$ cat src/rtl/spi_target_regs.sv
// spi_target_regs: SPI mode-0 target that turns command/data frames into
// register-bus write strobes and read requests.
// The SPI pins are oversampled in the clk domain.
// Optional burst mode: define SPI_TGT_AUTOINC_EN. In burst mode the address
// auto-increments after each completed data word while cs stays low.
module spi_target_regs #(
   parameter int ADDR_W = 4,
   parameter int DATA_W = 32
) (
   input  logic              clk,
   input  logic              rst,
   input  logic              spi_clk,
   input  logic              spi_mosi,
   input  logic              spi_cs,
   output logic              spi_miso,
   output logic              wr_en,
   output logic [ADDR_W-1:0] wr_addr,
   output logic [DATA_W-1:0] wr_data,
   output logic              rd_en,
   output logic [ADDR_W-1:0] rd_addr,
   input  logic [DATA_W-1:0] rd_data,
   output logic              busy,
   output logic              frame_err
);

   localparam int CNT_W = (DATA_W > 8) ? $clog2(DATA_W) : 3;
   localparam logic [CNT_W-1:0] CMD_LAST  = CNT_W'(7);
   localparam logic [CNT_W-1:0] DATA_LAST = CNT_W'(DATA_W - 1);

   typedef enum logic [2:0] {IDLE, CMD, DATA, DONE, WAIT_CS} state_t;

   // bit 0 = spi_clk, bit 1 = spi_mosi, bit 2 = spi_cs
   logic [2:0] sync1_reg, sync2_reg;
   logic       sclk_prev_reg;

   state_t              state_reg;
   logic [CNT_W-1:0]    bit_cnt_reg;
   logic [DATA_W-2:0]   shift_reg;
   logic [DATA_W-1:0]   tx_reg;
   logic [ADDR_W-1:0]   addr_reg;
   logic                write_mode_reg;
   logic                first_word_reg;
   logic                cap_pend_reg;

   logic              sclk_s, mosi_s, cs_n_s;
   logic              rise, fall;
   logic [DATA_W-1:0] data_word;
   logic [ADDR_W-1:0] cmd_addr;
   logic              cmd_write;

   assign sclk_s = sync2_reg[0];
   assign mosi_s = sync2_reg[1];
   assign cs_n_s = sync2_reg[2];
   assign rise   = sclk_s & ~sclk_prev_reg;
   assign fall   = ~sclk_s & sclk_prev_reg;

   // The word including the bit arriving on this rise; its low byte is the command
   assign data_word = {shift_reg, mosi_s};
   assign cmd_addr  = data_word[ADDR_W-1:0];
   assign cmd_write = data_word[7];

   // Two-flop synchronisers on the SPI pins plus a delayed copy of spi_clk for edge detect
   always_ff @(posedge clk) begin
      if (!rst) begin
         sync1_reg     <= '0;
         sync2_reg     <= '0;
         sclk_prev_reg <= 1'b0;
      end else begin
         sync1_reg     <= {spi_cs, spi_mosi, spi_clk};
         sync2_reg     <= sync1_reg;
         sclk_prev_reg <= sync2_reg[0];
      end
   end

   // Frame decoder: command/data shifting, strobes, abort detection and the read TX register
   always_ff @(posedge clk) begin
      if (!rst) begin
         state_reg      <= WAIT_CS;
         bit_cnt_reg    <= '0;
         shift_reg      <= '0;
         tx_reg         <= '0;
         addr_reg       <= '0;
         write_mode_reg <= 1'b0;
         first_word_reg <= 1'b0;
         cap_pend_reg   <= 1'b0;
         wr_en          <= 1'b0;
         wr_addr        <= '0;
         wr_data        <= '0;
         rd_en          <= 1'b0;
         rd_addr        <= '0;
         busy           <= 1'b0;
         frame_err      <= 1'b0;
      end else begin
         wr_en        <= 1'b0;
         rd_en        <= 1'b0;
         frame_err    <= 1'b0;
         // rd_data is valid the cycle after rd_en, so load it one cycle later
         cap_pend_reg <= rd_en;

         // No shift on the fall that precedes the first data rise: the MSB must stay put
         if (cap_pend_reg)
            tx_reg <= rd_data;
         else if (fall && state_reg == DATA && !write_mode_reg && bit_cnt_reg != '0)
            tx_reg <= {tx_reg[DATA_W-2:0], 1'b0};

         case (state_reg)
            WAIT_CS: begin
               if (cs_n_s)
                  state_reg <= IDLE;
            end
            IDLE: begin
               if (!cs_n_s) begin
                  state_reg      <= CMD;
                  bit_cnt_reg    <= '0;
                  busy           <= 1'b1;
                  first_word_reg <= 1'b1;
               end
            end
            CMD: begin
               if (cs_n_s) begin
                  state_reg <= IDLE;
                  busy      <= 1'b0;
                  frame_err <= 1'b1;
               end else if (rise) begin
                  shift_reg <= data_word[DATA_W-2:0];
                  if (bit_cnt_reg == CMD_LAST) begin
                     bit_cnt_reg    <= '0;
                     state_reg      <= DATA;
                     write_mode_reg <= cmd_write;
                     addr_reg       <= cmd_addr;
                     if (!cmd_write) begin
                        rd_en   <= 1'b1;
                        rd_addr <= cmd_addr;
                     end
                  end else begin
                     bit_cnt_reg <= bit_cnt_reg + CNT_W'(1);
                  end
               end
            end
            DATA: begin
               if (cs_n_s) begin
                  // A partial trailing burst word is a normal end of frame
                  state_reg <= IDLE;
                  busy      <= 1'b0;
                  frame_err <= first_word_reg;
               end else if (rise) begin
                  shift_reg <= data_word[DATA_W-2:0];
                  if (bit_cnt_reg == DATA_LAST) begin
                     bit_cnt_reg <= '0;
                     if (write_mode_reg) begin
                        wr_en   <= 1'b1;
                        wr_addr <= addr_reg;
                        wr_data <= data_word;
                     end
`ifdef SPI_TGT_AUTOINC_EN
                     first_word_reg <= 1'b0;
                     addr_reg       <= addr_reg + ADDR_W'(1);
                     if (!write_mode_reg) begin
                        rd_en   <= 1'b1;
                        rd_addr <= addr_reg + ADDR_W'(1);
                     end
`else
                     state_reg <= DONE;
`endif
                  end else begin
                     bit_cnt_reg <= bit_cnt_reg + CNT_W'(1);
                  end
               end
            end
            DONE: begin
               if (cs_n_s) begin
                  state_reg <= IDLE;
                  busy      <= 1'b0;
               end
            end
            default: begin
               state_reg <= WAIT_CS;
               busy      <= 1'b0;
            end
         endcase
      end
   end

   // MISO drives the TX MSB only during the data phase of a read frame
   always_ff @(posedge clk) begin
      if (!rst)
         spi_miso <= 1'b0;
      else
         spi_miso <= (state_reg == DATA && !write_mode_reg && !cs_n_s) ? tx_reg[DATA_W-1] : 1'b0;
   end

endmodule

$ cat config.mk
export PLATFORM = sky130hd
export DESIGN_NAME = spi_target_regs
export DESIGN_NICKNAME = d
export VERILOG_FILES = /design/src/rtl/spi_target_regs.sv
export SDC_FILE = /design/constraint.sdc
export NUM_CORES = 1
export LEC_CHECK = 0
export BUFFER_PORTS_ARGS = -buffer_cell sky130_fd_sc_hd__clkbuf_2
export CAP_MARGIN = 0
export CORE_MARGIN = 2
export CORE_UTILIZATION = 31
export DETAILED_ROUTE_END_ITERATION = 10
export GPL_ROUTABILITY_DRIVEN = 0
export PLACE_DENSITY_LB_ADDON = 0.1
export SYNTH_ARGS = -nofsm -noshare
export SYNTH_HDL_FRONTEND = slang
export SYNTH_SLANG_ARGS = --single-unit
$ cat constraint.sdc
create_clock -name clk -period 2.73 [get_ports clk]
set_clock_uncertainty 0.05 [all_clocks]
set_input_delay 0.273 -clock clk [delete_from_list [all_inputs] [get_ports clk]]
set_output_delay 0.273 -clock clk [all_outputs]
set_load 0.03 [all_outputs]
==> impl_metrics.toml <==
[synthesis]
synth.avg_cell_area_um2 = 8.66
ys_async_sr_fraction = 0
synthFlopType = "dfxtp_1"
ys_warn_count = 0
syn-instance-count = 571
syn_area_mm2 = 0.00494
synth_enable_flop_cells = 0
ys_seq_area_frac = 0.526
synth_seq_cells = 130
synthDistinctLibCells = 39
syn_nets = 611

[global_routing]
antenna_found_initial = 0
grt_max_degree = 69
overflow = 0
track_usage = 0.137
grt_pass1_vias = 3735
grt_pass1_wl_um = 18100

[route]
routed_wl_um = 11100
post_drt_wl_per_cell_um = 12.8
viasPerCell = 4.58
drtIter0Drc = 227
drc = 0
ant_nets = 0
dr_total_vias = 3982
first_pass_iters = 4

[setup_path]
cpPeakStageDelay_ps = 390
cp_common_cell = "ha_1"
crit_arrival_ps = 2260
cp_cell_sequence = "ha_1 -> and3_1 -> ha_1 -> o21a_1 -> or4_1 -> o32ai_1"
reg2reg_from = "bit_cnt_reg[0]"
critical-path-slowest-cell = "or4_1"
endpoint = "bit_cnt_reg[2]"
path_depth = 6
endpoint_kind = "register"
cp_data_required_time_ps = 2990
cp_max_fo = 5
cp-start-kind = "register"
critPathTopFamily = "simple AND/OR/NAND/NOR gates"
reg2regPathDepth = 6
worstSetupPathType = "register to register"
reg2reg_to = "bit_cnt_reg[2]"
critPathLaunch = "bit_cnt_reg[0]"
cp.buffers_inverters = 0
reg2reg_slack_ps = 730

[timing]
fmax_mhz = 499
finalWorstSetupSlack_ps = 727
setup_viol = 0
hold_viol = 0
period_needed_ps = 2000
whs_ps = 29.9
tightestPinTransition_ps = 895
rsz0062_at_grt = "no"
fin_crit_sh = 0.734
drv_slew = 0
setup-tns-final_ps = 0
slew_headroom = 0.400

[clock_network]
clk_pin_slew_ps = 60
clock_latency_ps = 400
htree_levels = 4
cts_resized = 0
clockBufferDepth = 2
cts-root-buf = "clkbuf_16"
cts_tree = "yes"
cts_buffers = 17
cts_sinks = 130

[cells_and_area]
synthToLayoutAreaGrowth_pct = 22.7
final_core_util = 0.386
layout_common_cells = "152 x nand2_1, 130 x dfxtp_1, 107 x a21oi_1"
drive_above_1_share = 0.190
final_nets = 683
diodes = 0
final_common_cell = "nand2_1"

[die]
num_rows = 46
io_pins = 82
core_mm2 = 0.0157
die-area_mm2 = 0.0170
dieWidth_um = 130
start_util = 0.315
fp.dieH_um = 130

[power]
finalPower_mw = 4.10
p_sw_mw = 0.812
leakage_nw = 2.49
pwr-share-seq = 0.467
p_int_mw = 3.29
pwr_density_cell_mw_per_mm2 = 676
vdd_drop_max_uv = 401
pwr-share-comb = 0.023
clkPwrFrac = 0.510
swShare = 0.198

[job]
maxCapViolCount = 0

[outcome]
status = "finished clean"

[place]
dp_slack_ps = 734
dpl.hpwl_um = 7100
io_buffer_count = 81

[worst_hold_path]
min_path_type = "input pin to register"
-- worst min-delay path by stage --
stage,start,end,cells after the start
2_1_floorplan,spi_clk,sync1_reg[0],1
3_5_place_dp,sync1_reg[1],sync2_reg[1],1
3_3_place_gp,sync1_reg[2],sync2_reg[2],1
5_1_grt,spi_clk,sync1_reg[0],2
4_1_cts,spi_clk,sync1_reg[0],2
6_report,spi_clk,sync1_reg[0],2
-- Yosys cell counts (2+ instances only) --
cell / instances / area share
nand2_1: 152 / 0.12
dfxtp_1: 130 / 0.53
a21oi_1: 107 / 0.11
mux2i_1: 40 / 0.081
o21ai_0: 38 / 0.038
clkbuf_1: 26 / 0.020
nor2_1: 13 / 0.0099
and2_1: 8 / 0.010
buf_6: 6 / 0.014
buf_2: 4 / 0.0040
nand3_1: 4 / 0.0040
nand4_1: 4 / 0.0051
nor2b_1: 4 / 0.0051
ha_1: 3 / 0.0076
nand2b_1: 3 / 0.0038
a31oi_1: 2 / 0.0025
inv_1: 2 / 0.0015
nand4_2: 2 / 0.0051
nor3_1: 2 / 0.0020
or2_2: 2 / 0.0025
-- worst reg2reg max path, stage by stage, from the launching register on --
cell,delay (ps)
dfxtp_1,330
ha_1,240
and3_1,190
ha_1,250
o21a_1,220
or4_1,390
o32ai_1,220
-- through the flow --
stage               cell area, µm²  cells
finish                        6070    870
floorplan                     4940    571
global route                  6070    870
detailed placement            5520    839
CTS                           6070    870
global placement              5520    839
-- routing by layer --
layer  GRT usage  up-vias  share of wire
met5           0        -              0
met4      0.0639        0          0.011
met3      0.0398       10          0.057
met2       0.205       82           0.43
met1       0.182     1803           0.50
li1            -     2087              -
-- layout make-up --
cell class                      count  area [µm²]
Fill cell                        1605        9640
Inverter                            4        15.0
Tap cell                          216         270
Multi-Input combinational cell    400        2140
Sequential cell                   130        2600
Clock buffer                       23         458
Clock inverter                      7        85.1
Timing Repair Buffer               90         500
-- kinds of logic (layout without fill, tap and decap cells) --
logic type	after synthesis	in the layout	synth area share
buf+inv	41	124	0.0420
compound gates	154	154	0.161
fa+ha+maj	3	3	0.00759
flops	130	130	0.526
mux	40	40	0.0810
simple gates	203	203	0.182
-- timing repair --
action / 4_1_cts / 5_1_grt
hold buffers: 1 / 0
setup buffers: 0 / 0
hold endpoints to repair: 1 / 0
-- power by group through the flow --
stage	logic (mW)	clock network, mW	registers [mW]
2_1_floorplan	0.0522	0	1.95
3_3_place_gp	0.0949	0	1.95
5_1_grt	0.107	2.26	1.91
3_5_place_dp	0.0938	0	1.95
6_report	0.0946	2.09	1.91
4_1_cts	0.0959	2.18	1.91
(Power assumes the default switching activity.)
